### src/rtl/alu_pkg.sv
// alu_pkg: shared widths, opcode encodings and FSM state encoding for the
// logic-unit issuer. Opcodes are listed for reference by the logic-unit bank
// and its consumers; the issuer forwards them without interpreting them.
package alu_pkg;

  localparam int WIDTH = 16;
  localparam int OP_W  = 3;

  localparam logic [OP_W-1:0] OP_OR   = 3'd0;
  localparam logic [OP_W-1:0] OP_NOR  = 3'd1;
  localparam logic [OP_W-1:0] OP_AND  = 3'd2;
  localparam logic [OP_W-1:0] OP_NAND = 3'd3;
  localparam logic [OP_W-1:0] OP_XOR  = 3'd4;
  localparam logic [OP_W-1:0] OP_XNOR = 3'd5;
  localparam logic [OP_W-1:0] OP_NOT  = 3'd6;
  localparam logic [OP_W-1:0] OP_PASS = 3'd7;

  typedef enum logic [1:0] {
    IDLE    = 2'd0,
    DRIVE   = 2'd1,
    CAPTURE = 2'd2
  } issuer_state_t;

endpackage

### src/rtl/resp_fifo2.sv
// resp_fifo2: two-entry first-word-fall-through response buffer.
//   clk, rst_n  clock, async active-low reset (also flushes all entries)
//   push        write push_data (accepted when not full, or when popping)
//   push_data   entry to store
//   pop         consume head (ignored when empty)
//   head        oldest entry, reads 0 when empty
//   valid       buffer non-empty
//   count       number of stored entries (0..2)
module resp_fifo2 #(
  parameter int DW = 18
) (
  input  logic          clk,
  input  logic          rst_n,
  input  logic          push,
  input  logic [DW-1:0] push_data,
  input  logic          pop,
  output logic [DW-1:0] head,
  output logic          valid,
  output logic [1:0]    count
);

  logic [DW-1:0] mem [2];
  logic          wr_ptr;
  logic          rd_ptr;
  logic [1:0]    cnt;
  logic          do_push;
  logic          do_pop;

  assign do_pop  = pop && (cnt != 2'd0);
  // When full, a simultaneous pop frees the slot the write pointer is on.
  assign do_push = push && ((cnt != 2'd2) || do_pop);

  always_ff @(posedge clk or negedge rst_n) begin
    if (!rst_n) begin
      mem[0] <= '0;
      mem[1] <= '0;
      wr_ptr <= 1'b0;
      rd_ptr <= 1'b0;
      cnt    <= 2'd0;
    end else begin
      if (do_push) begin
        mem[wr_ptr] <= push_data;
        wr_ptr      <= ~wr_ptr;
      end
      if (do_pop) begin
        rd_ptr <= ~rd_ptr;
      end
      case ({do_push, do_pop})
        2'b10:   cnt <= cnt + 2'd1;
        2'b01:   cnt <= cnt - 2'd1;
        default: cnt <= cnt;
      endcase
    end
  end

  assign valid = (cnt != 2'd0);
  assign head  = valid ? mem[rd_ptr] : '0;
  assign count = cnt;

endmodule

### src/rtl/alu_logic_issuer.sv
// alu_logic_issuer: accepts one (op, a, b) command per handshake, drives
// registered operands to the combinational logic-unit bank, waits SETTLE
// cycles and captures the bank result with zero/negative flags into a
// two-entry response buffer.
//   clk, rst_n                 clock, async active-low reset
//   cmd_valid/ready/op/a/b     command handshake
//   alu_a/alu_b/alu_op         registered operands to the logic-unit bank
//   alu_result                 result returned by the bank
//   rsp_valid/ready/data/zero/neg  response handshake (head of buffer)
//   busy                       a command is in flight
//
// state   | meaning
// IDLE    | waiting for a command; ready while the buffer has room
// DRIVE   | operands held on alu_*; settle counter running down
// CAPTURE | alu_result sampled and pushed into the response buffer
module alu_logic_issuer
  import alu_pkg::*;
#(
  parameter int WIDTH  = alu_pkg::WIDTH,
  parameter int OP_W   = alu_pkg::OP_W,
  parameter int SETTLE = 1
) (
  input  logic             clk,
  input  logic             rst_n,
  input  logic             cmd_valid,
  output logic             cmd_ready,
  input  logic [OP_W-1:0]  cmd_op,
  input  logic [WIDTH-1:0] cmd_a,
  input  logic [WIDTH-1:0] cmd_b,
  output logic [WIDTH-1:0] alu_a,
  output logic [WIDTH-1:0] alu_b,
  output logic [OP_W-1:0]  alu_op,
  input  logic [WIDTH-1:0] alu_result,
  output logic             rsp_valid,
  input  logic             rsp_ready,
  output logic [WIDTH-1:0] rsp_data,
  output logic             rsp_zero,
  output logic             rsp_neg,
  output logic             busy
);

  localparam logic [3:0] SETTLE_LOAD = 4'(SETTLE - 1);

  issuer_state_t    state;
  logic [3:0]       settle_cnt;
  logic [1:0]       fifo_count;
  logic             accept;
  logic             push;
  logic [WIDTH+1:0] push_data;
  logic [WIDTH+1:0] head;

  // Accepting only with a free slot guarantees CAPTURE never meets a full buffer.
  assign cmd_ready = rst_n && (state == IDLE) && (fifo_count < 2'd2);
  assign accept    = cmd_valid && cmd_ready;

  always_ff @(posedge clk or negedge rst_n) begin
    if (!rst_n) begin
      state      <= IDLE;
      settle_cnt <= 4'd0;
      alu_a      <= '0;
      alu_b      <= '0;
      alu_op     <= '0;
    end else begin
      case (state)
        IDLE: begin
          if (accept) begin
            alu_a      <= cmd_a;
            alu_b      <= cmd_b;
            alu_op     <= cmd_op;
            settle_cnt <= SETTLE_LOAD;
            state      <= DRIVE;
          end
        end
        DRIVE: begin
          if (settle_cnt == 4'd0) begin
            state <= CAPTURE;
          end else begin
            settle_cnt <= settle_cnt - 4'd1;
          end
        end
        CAPTURE: begin
          state <= IDLE;
        end
        default: begin
          state <= IDLE;
        end
      endcase
    end
  end

  assign busy = (state != IDLE);

  // Flags are fixed at capture so the head entry never recomputes them.
  assign push      = (state == CAPTURE);
  assign push_data = {alu_result, (alu_result == '0), alu_result[WIDTH-1]};

  resp_fifo2 #(
    .DW (WIDTH + 2)
  ) u_resp_fifo2 (
    .clk       (clk),
    .rst_n     (rst_n),
    .push      (push),
    .push_data (push_data),
    .pop       (rsp_ready),
    .head      (head),
    .valid     (rsp_valid),
    .count     (fifo_count)
  );

  assign rsp_data = head[WIDTH+1:2];
  assign rsp_zero = head[1];
  assign rsp_neg  = head[0];

endmodule
### config.mk
export PLATFORM = sky130hd
export DESIGN_NAME = alu_logic_issuer
export DESIGN_NICKNAME = d
export VERILOG_FILES = /design/src/rtl/alu_pkg.sv /design/src/rtl/resp_fifo2.sv /design/src/rtl/alu_logic_issuer.sv
export SDC_FILE = /design/constraint.sdc
export NUM_CORES = 1
export LEC_CHECK = 0
export ABC_CLOCK_PERIOD_IN_PS = 4500
export CAP_MARGIN = 10
export CORE_AREA = 2 2 86 88
export DETAILED_ROUTE_END_ITERATION = 7
export DIE_AREA = 0 0 88 90
export GPL_TIMING_DRIVEN = 0
export PLACE_DENSITY = 0.84
export SLEW_MARGIN = 20
export SYNTH_ARGS = -nofsm -noshare
export SYNTH_HDL_FRONTEND = slang
export SYNTH_SLANG_ARGS = --single-unit
### constraint.sdc
create_clock -name clk -period 4.5 [get_ports clk]
set_clock_uncertainty 0.05 [all_clocks]
set_input_delay 0.45 -clock clk [delete_from_list [all_inputs] [get_ports clk]]
set_output_delay 0.45 -clock clk [all_outputs]
set_load 0.005 [all_outputs]
; After elaboration in Yosys (flattened, before gate mapping)
; Index checks and enable logic that the tools add are counted.
; W data, S select, Z words.
[totals]
out_inout_bits = 56
latch_bits = 0
mem_bits_ro = 0
reg_bits = 81
wordCells = 60
mem_count = 0
input_bits = 55
ramBits = 0
[classes]
eq_ne = 8
multipliers = 0
bitwise_logic = 4
n_mux = 14
div = 0
magnitude_cmp = 4
n_shift = 0
n_reduce_logical = 17
add_sub_neg = 3
[ops]
columns = operator, count
row1 = $mux W18, 5
row2 = $bwmux W36, 1
row3 = $demux W18 S1, 1
row4 = $logic_not A16 Y1, 1
row5 = $mux W4, 2
row6 = $ne A2 B2 Y1 const B, 4
row7 = $pmux W2 S2, 2
row8 = $pmux W4 S2, 1
row9 = $reduce_bool A2 Y1, 4
row10 = $logic_and A1 B1 Y1, 6
row11 = $eq A2 B1 Y1 const B, 2
row12 = $eq A2 B2 Y1 const B, 2
row13 = $ge A2 B2 Y1 const B, 2
row14 = $logic_not A4 Y1, 1
row15 = $mux W2, 2
row16 = $not A1 Y2, 2
row17 = $reduce_and A2 Y1, 2
row18 = $sub A4 B1 Y4 const B, 1
row19 = $reduce_and A3 Y1, 1
row20 = $add A2 B1 Y2 const B, 1
row21 = $logic_not A2 Y1, 1
row22 = $lt A2 B1 Y1 const B, 1
row23 = $lt A2 B2 Y1 const B, 1
row24 = $not A1 Y1, 2
row25 = other kinds (2), 2

; Logic depth before layout (Yosys ltp)
; Gate-level depths: netlist of run 1.
[logic_depth]
depth_word = 6
depth_mapped = 6
ltp_nobuf = 6

; By module
; A second synthesis of run 1 with hierarchy kept.
[unflattened]
hier_cells = 242
hier_area_um2 = 3597.2
[modules_own_cells]
columns = mod, area_each_um2, instances, cells_per_inst, seq_area_each_um2
row1 = resp_fifo2, 1816.7, 1, 134, 1001.0
row2 = alu_logic_issuer, 1780.5, 1, 108, 1026.0

; Worst setup path before layout of run 1
; Ideal clock, no wire load.
[synth_path]
path_kind = register -> output
start = register u_resp_fifo2.cnt[1], in the netlist u_resp_fifo2.count[1]
end = output rsp_data[15]
stages_incl_launch_ff = 5
arrival_time_ps = 1354
n_path_buf = 2
path_slack_ps = 2646
required_time_ps = 4000
cell_sequence = dfrtp_1 -> nor2_1 -> clkbuf_1 -> nor2_1 -> buf_4
[synth_between]
elab_chain_cells = 2
[synth_lines]
columns = element, line_no
row1 = from (decl), resp_fifo2.sv:25  ; logic [1:0] cnt;
row2 = from (signal assigned), resp_fifo2.sv:49  ; 2'b10: cnt <= cnt + 2'd1;
row3 = from (signal assigned), resp_fifo2.sv:50  ; 2'b01: cnt <= cnt - 2'd1;
row4 = from (signal assigned), resp_fifo2.sv:51  ; default: cnt <= cnt;
row5 = $reduce_bool A2 Y1, resp_fifo2.sv:56  ; assign valid = (cnt != 2'd0);
row6 = $mux W18, resp_fifo2.sv:57  ; assign head = valid ? mem[rd_ptr] : '0;
row7 = to (decl), alu_logic_issuer.sv:36  ; output logic [WIDTH-1:0] rsp_data,
; No other way between the ends.

; Worst setup path after layout of run 1
[layout_path]
start = input rst_n
end = output cmd_ready
[layout_between]
elab_chain_cells = 2
[layout_lines]
columns = element, line_no
row1 = from (decl), alu_logic_issuer.sv:24  ; input logic rst_n,
row2 = $logic_and A1 B1 Y1 (2 in series), alu_logic_issuer.sv:53  ; assign cmd_ready = rst_n && (state == IDLE) && (fifo_count < 2'd2);
row3 = to (decl), alu_logic_issuer.sv:26  ; output logic cmd_ready,
; No other way between the ends.

==> results of run 1 <==
[power breakdown]
group / internal (uW) / switching [uW]
Sequential: 1060 / 203
Combinational: 1010 / 517
Clock: 252 / 262
[cell usage in the layout, fill, tap and decap left out, types with 2 or more instances in the layout]
master           synthesis  final
clkdlybuf4s50_1          0    109
dfrtp_1                 79     79
mux2_2                  59     59
nor2_1                  21     21
mux2i_1                 19     19
mux2_4                   9      9
clkbuf_8                 0      9
inv_1                    7      7
buf_2                    5      5
nor4_1                   4      4
xnor2_1                  4      4
buf_6                    3      3
clkinv_2                 0      3
nor2b_1                  2      2
or2_2                    2      2
nand2b_1                 2      2
xor2_1                   2      2
o21ai_0                  2      2
ha_1                     2      2
buf_4                    1      2
[synthesized netlist by cell type (3+ instances only)]
cell | count | area [sq um]
dfrtp_1 | 79 | 1980
mux2_2 | 59 | 664
nor2_1 | 21 | 78.8
mux2i_1 | 19 | 190
mux2_4 | 9 | 135
inv_1 | 7 | 26.3
buf_2 | 5 | 25.0
nor4_1 | 4 | 25.0
xnor2_1 | 4 | 35.0
buf_6 | 3 | 33.8
[sequential cells by signal (all words and copies together) (netlist names)]
signal and cells:
alu_b 16, u_resp_fifo2.wr_ptr 1, alu_a 16, u_resp_fifo2.mem 34, u_resp_fifo2.count 2, state 2, alu_op 3, settle_cnt 4
u_resp_fifo2.rd_ptr 1
[worst max-delay path, stage by stage]
cell	delay, ps
dlygate4sd3_1	530
buf_4	330
buf_16	310
nor4b_4	350
clkdlybuf4s50_1	590
[logic make-up (layout without fill, tap and decap cells)]
logic type | count (synthesis) | count (layout) | synth area share
muxes | 87 | 87 | 0.289
DFF | 79 | 79 | 0.578
and+or+nand+nor | 43 | 43 | 0.0728
buffers and inverters | 17 | 144 | 0.0282
xor gates and xnor gates | 6 | 6 | 0.0154
AOI/OAI and AO/OA | 5 | 5 | 0.00915
adders and majority gates | 2 | 2 | 0.00731
[what timing repair did]
action,4_1_cts,5_1_grt
endpoints found under the hold margin,23,0
hold buffers,1,0
setup buffers,0,0
[layer usage]
metal,GRT usage,vias to the layer above,share of wire
li1,-,1075,-
met1,0.265,1130,0.42
met2,0.314,97,0.47
met3,0.0973,9,0.097
met4,0.0500,0,0.013
met5,0,-,0
[cell type report]
cell class,count,area (sq um),area share
plain buffers,10,70.1,0.0144
clock buffers,9,124,0.0255
clock inverters,6,61.3,0.0126
inverters,7,26.3,0.00540
multi-input cells,143,1350,0.277
flip-flops and latches,79,1980,0.406
well taps,99,124,0.0255
repair buffers,112,1140,0.233
[per-stage QoR]
stage	TNS (ps)	instances	hold WS, ps	util	area [sq um]
after floorplan	0	239	104	-	3420
after global placement	-19920	448	436	0.662	4650
after detailed placement	0	449	330	0.665	4670
after CTS	0	465	460	0.693	4870
after global routing	0	465	465	0.693	4870
final	0	465	459	0.693	4870
[worst max-delay path by stage]
stage | from | to | slack [ps]
2_1_floorplan | u_resp_fifo2.count[1]$_DFFE_PN0P_ | rsp_data[15] | 2650
3_3_place_gp | rst_n | cmd_ready | -750
3_5_place_dp | u_resp_fifo2.count[1]$_DFFE_PN0P_ | rsp_data[15] | 1840
4_1_cts | rst_n | cmd_ready | 1370
5_1_grt | rst_n | cmd_ready | 1270
6_report | rst_n | cmd_ready | 1410
==> results.sh, run 1 <==
export IMPL_hold_violations=0
export IMPL_synth_edff_count=0
export IMPL_cts_buffers=9
export IMPL_ioPinCount=111
export IMPL_max_slew_margin=0.503
export IMPL_r2r_cells=4
export IMPL_drt_initial_drc_count=52
export IMPL_worstHoldStart="u_resp_fifo2.mem[21]$_DFFE_PN0P_"
export IMPL_leakage_uw=0.00213
export IMPL_yosys_register_bits=79
export IMPL_arrival_ps=2590
export IMPL_status="finished, final reports clean"
export IMPL_syn_nets=296
export IMPL_drc=0
export IMPL_fmax_mhz=323
export IMPL_crit_fanout=57
export IMPL_fin_nets=419
export IMPL_worstSkewPairLatency_ps=350
export IMPL_ant_nets=0
export IMPL_worstSetupEndpointType="primary output"
export IMPL_clock_sinks=79
export IMPL_dieArea_sq_um=7920
export IMPL_tightest_slew_ps=742
export IMPL_num_rows=31
export IMPL_drive_above_1_share=0.276
export IMPL_dr_pass1_iters=4
export IMPL_root_buffer="clkbuf_8"
export IMPL_numPortBuffers=110
export IMPL_power_total_uw=3300
export IMPL_max_cap_violations=0
export IMPL_die_x_um=88
export IMPL_holdPathEnd="u_resp_fifo2.mem[21]$_DFFE_PN0P_"
export IMPL_setup_viol_count_final=0
export IMPL_r2r_slack_ps=2460
export IMPL_vias_per_cell=4.97
export IMPL_r2r_end="u_resp_fifo2.mem[23]$_DFFE_PN0P_"
export IMPL_wl_per_cell_um=16.0
export IMPL_hpwl_um=5380
export IMPL_async_flop_share=1.00
export IMPL_critPathKind="input port to primary output"
export IMPL_cts_buffer_depth=2
export IMPL_htreeDepth=3
export IMPL_grt_max_degree=58
export IMPL_min_path_cells=1
export IMPL_grt_overflow=0
export IMPL_tritoncts="yes"
export IMPL_slew_viol_final=0
export IMPL_clk_pin_slew_ps=80
export IMPL_postLayoutSetupSlackWorst_ps=1410
export IMPL_n_antenna_cell=0
export IMPL_die_y_um=90
export IMPL_cp_start_kind="input port"
export IMPL_yosysUniqueCellTypes=33
export IMPL_coreArea_sq_um=7020
export IMPL_synth_seq_area_share=0.578
export IMPL_min_path_type="flop to flop"
export IMPL_vdd_drop_max_mv=0.317
export IMPL_area_delta_synth_final_pct=42.2
export IMPL_r2r_start="state[0]$_DFFE_PN0P_"
export IMPL_grt_pass1_vias=2539
export IMPL_min_period_ps=3090
export IMPL_initial_core_util=0.487
export IMPL_yosys_warnings=0
export IMPL_cts_resized=0
export IMPL_cp_required_ps=4000
export IMPL_globalRouteTotalUtil=0.205
export IMPL_rsz0062_at_grt="false"
export IMPL_place_gp_congestion=0.762
export IMPL_preCtsSetupSlack_ps=1840
export IMPL_grt_first_pass_wirelength_um=12500
export IMPL_syn_area_sq_um=3420
export IMPL_vias=2311
export IMPL_syn_area_per_cell_sq_um=14.3
export IMPL_wl_um=7450
export IMPL_p_per_area_nw_per_um2=679
export IMPL_period_share=0.687
export IMPL_antenna_found_initial=0
export IMPL_num_fill_cells=524
export IMPL_synth_ff_type="dfrtp_1"
export IMPL_syn_inst=239
No activity file was read; power rests on OpenSTA's default activity.
==> run 2, diff against run 1 <==
ABC_CLOCK_PERIOD_IN_PS = 2800   (was 4500)
CORE_AREA = 2 2 94 96   (was 2 2 86 88)
DIE_AREA = 0 0 96 98   (was 0 0 88 90)
PLACE_DENSITY = 0.75   (was 0.84)
clock period = 2.8 ns   (was 4.5 ns; I/O delays follow)
==> results.sh, run 2 (synthesis results as in run 1) <==
export IMPL_status="finished, final reports clean"
export IMPL_coreArea_sq_um=8470
export IMPL_preCtsSetupSlack_ps=190
export IMPL_post_route_util=0.578
export IMPL_vias=2314
export IMPL_tritoncts="yes"
export IMPL_critPathKind="flop to primary output"
export IMPL_initial_core_util=0.404
export IMPL_postLayoutSetupSlackWorst_ps=232
export IMPL_critical_path_top_delay_family="buffers and inverters"
export IMPL_grt_max_degree=50
export IMPL_grt_first_pass_wirelength_um=12200
export IMPL_max_slew_margin=0.560
export IMPL_arrival_ps=2240
export IMPL_path_cells="buf_2, buf_2, mux2i_1, nor2_1, buf_4, clkdlybuf4s50_1"
export IMPL_final_cell_mix="109 x clkdlybuf4s50_1, 79 x dfrtp_1, 59 x mux2_2, 20 x nor2_1, 19 x mux2i_1"
export IMPL_htreeDepth=3
export IMPL_power_total_uw=5370
export IMPL_hold_violations=0
export IMPL_vias_per_cell=4.89
export IMPL_worstSetupEndpointType="primary output"
export IMPL_root_buffer="clkbuf_8"
export IMPL_grt_overflow=0
export IMPL_fmax_mhz=389
export IMPL_dr_pass1_iters=5
export IMPL_place_inst=458
export IMPL_finalNonFillerCells=473
export IMPL_ioPinCount=111
export IMPL_worstSkewPairLatency_ps=340
export IMPL_cp_required_ps=2470
export IMPL_fin_nets=419
export IMPL_clock_sinks=79
export IMPL_die_x_um=96
export IMPL_grt_pass1_vias=2471
export IMPL_n_antenna_cell=0
export IMPL_numPortBuffers=110
export IMPL_rsz0062_at_grt="false"
export IMPL_vdd_drop_max_mv=0.531
export IMPL_slowest_stage="clkdlybuf4s50_1"
export IMPL_antenna_found_initial=0
export IMPL_max_cap_violations=0
export IMPL_cp_slowest_stage_delay_ps=490
export IMPL_crit_path_start="u_resp_fifo2.rd_ptr$_DFFE_PN0P_"
export IMPL_num_rows=34
export IMPL_crit_fanout=10
export IMPL_area_delta_synth_final_pct=43.0
export IMPL_place_gp_congestion=0.683
export IMPL_dieArea_sq_um=9410
export IMPL_cts_buffer_depth=2
export IMPL_setup_viol_count_final=0
export IMPL_wl_per_cell_um=15.8
export IMPL_hpwl_um=5470
export IMPL_cts_buffers=9
export IMPL_largestRegisters="u_resp_fifo2.mem (34), alu_a (16), alu_b (16)"
export IMPL_min_period_ps=2570
export IMPL_cp_common_cell="buf_2"
export IMPL_final_common_cell="clkdlybuf4s50_1"
export IMPL_drc=0
export IMPL_leakage_uw=0.00214
export IMPL_p_per_area_nw_per_um2=1100
export IMPL_drt_initial_drc_count=31
export IMPL_r2r_start="state[0]$_DFFE_PN0P_"
export IMPL_globalRouteTotalUtil=0.168
export IMPL_ant_nets=0
export IMPL_drive_above_1_share=0.279
export IMPL_largest_register_ffs=34
export IMPL_wl_um=7490
export IMPL_r2r_slack_ps=830
export IMPL_r2r_cells=4
export IMPL_min_path_type="input port to asynchronous set/reset pin"
export IMPL_regMostFlops="u_resp_fifo2.mem"
export IMPL_tightest_slew_ps=657
export IMPL_r2r_end="u_resp_fifo2.mem[26]$_DFFE_PN0P_"
export IMPL_die_y_um=98
export IMPL_post_cts_buffers=0
export IMPL_period_share=0.917
export IMPL_cp_num_buf_inv=4
export IMPL_clk_pin_slew_ps=80
export IMPL_cp_start_kind="flop"
export IMPL_placed_area_sq_um=4670
export IMPL_fin_area_sq_um=4890
export IMPL_slew_viol_final=0
## run 2: changes by cell type in the layout (fill, tap and decap cells not counted), sizes merged
| cell | delta |
|---|---|
| inv | -1 |
| bufinv | +1 |
| clkinvlp | -1 |
## run 2: worst register-to-register path, stage by stage, from the launching register on
cell and delay [ps]:
dfrtp_1 440, nand2b_1 210, nor3_2 570, buf_6 250
mux2_2 340
## run 2: how the worst max path moves through the flow
stage | endpoint | slack (ps) | depth (start not counted)
floorplan | settle_cnt[1]$_DFFE_PN0P_ | 1040 | 5
global placement | alu_b[0]$_DFFE_PN0P_ | -2200 | 5
detailed placement | rsp_data[15] | 190 | 5
CTS | rsp_data[15] | 6 | 5
global route | rsp_data[15] | 100 | 5
finish | rsp_data[15] | 230 | 6
## run 2: cell type report
cell class | instances | area (sq um)
Clock buffer | 9 | 124
Multi-Input combinational cell | 143 | 1350
Fill cell | 712 | 3570
Timing Repair Buffer | 112 | 1130
Tap cell | 108 | 135
Sequential cell | 79 | 1980
Clock inverter | 5 | 75.1
Buffer | 10 | 71.3
Inverter | 7 | 26.3
## run 2: per-layer routing
| metal | up-vias | global-route usage | routed length, um |
|---|---|---|---|
| met1 | 1132 | 0.208 | 3210 |
| met4 | 0 | 0.0462 | 53 |
| met3 | 6 | 0.0910 | 872 |
| met2 | 100 | 0.254 | 3360 |
| li1 | 1076 | - | - |
| met5 | - | 0 | 0 |
## run 2: metrics by stage
step           TNS, ps  hold slack, ps
3_5_place_dp         0             301
5_1_grt              0             426
6_report             0             398
2_1_floorplan        0           -65.6
3_3_place_gp   -204560             437
4_1_cts              0             462
## run 2: timing repair
action | 4_1_cts | 5_1_grt
setup endpoints to repair | 10 | 2
hold buffers | 1 | 0
endpoints found under the hold margin | 47 | 0
cloned | 0 | 0
gates resized for setup | 1 | 3
## run 2: power breakdown
group	internal [uW]	switching, uW	total, uW
clock network	488	394	881
registers	1700	321	2020
logic	1630	838	2470
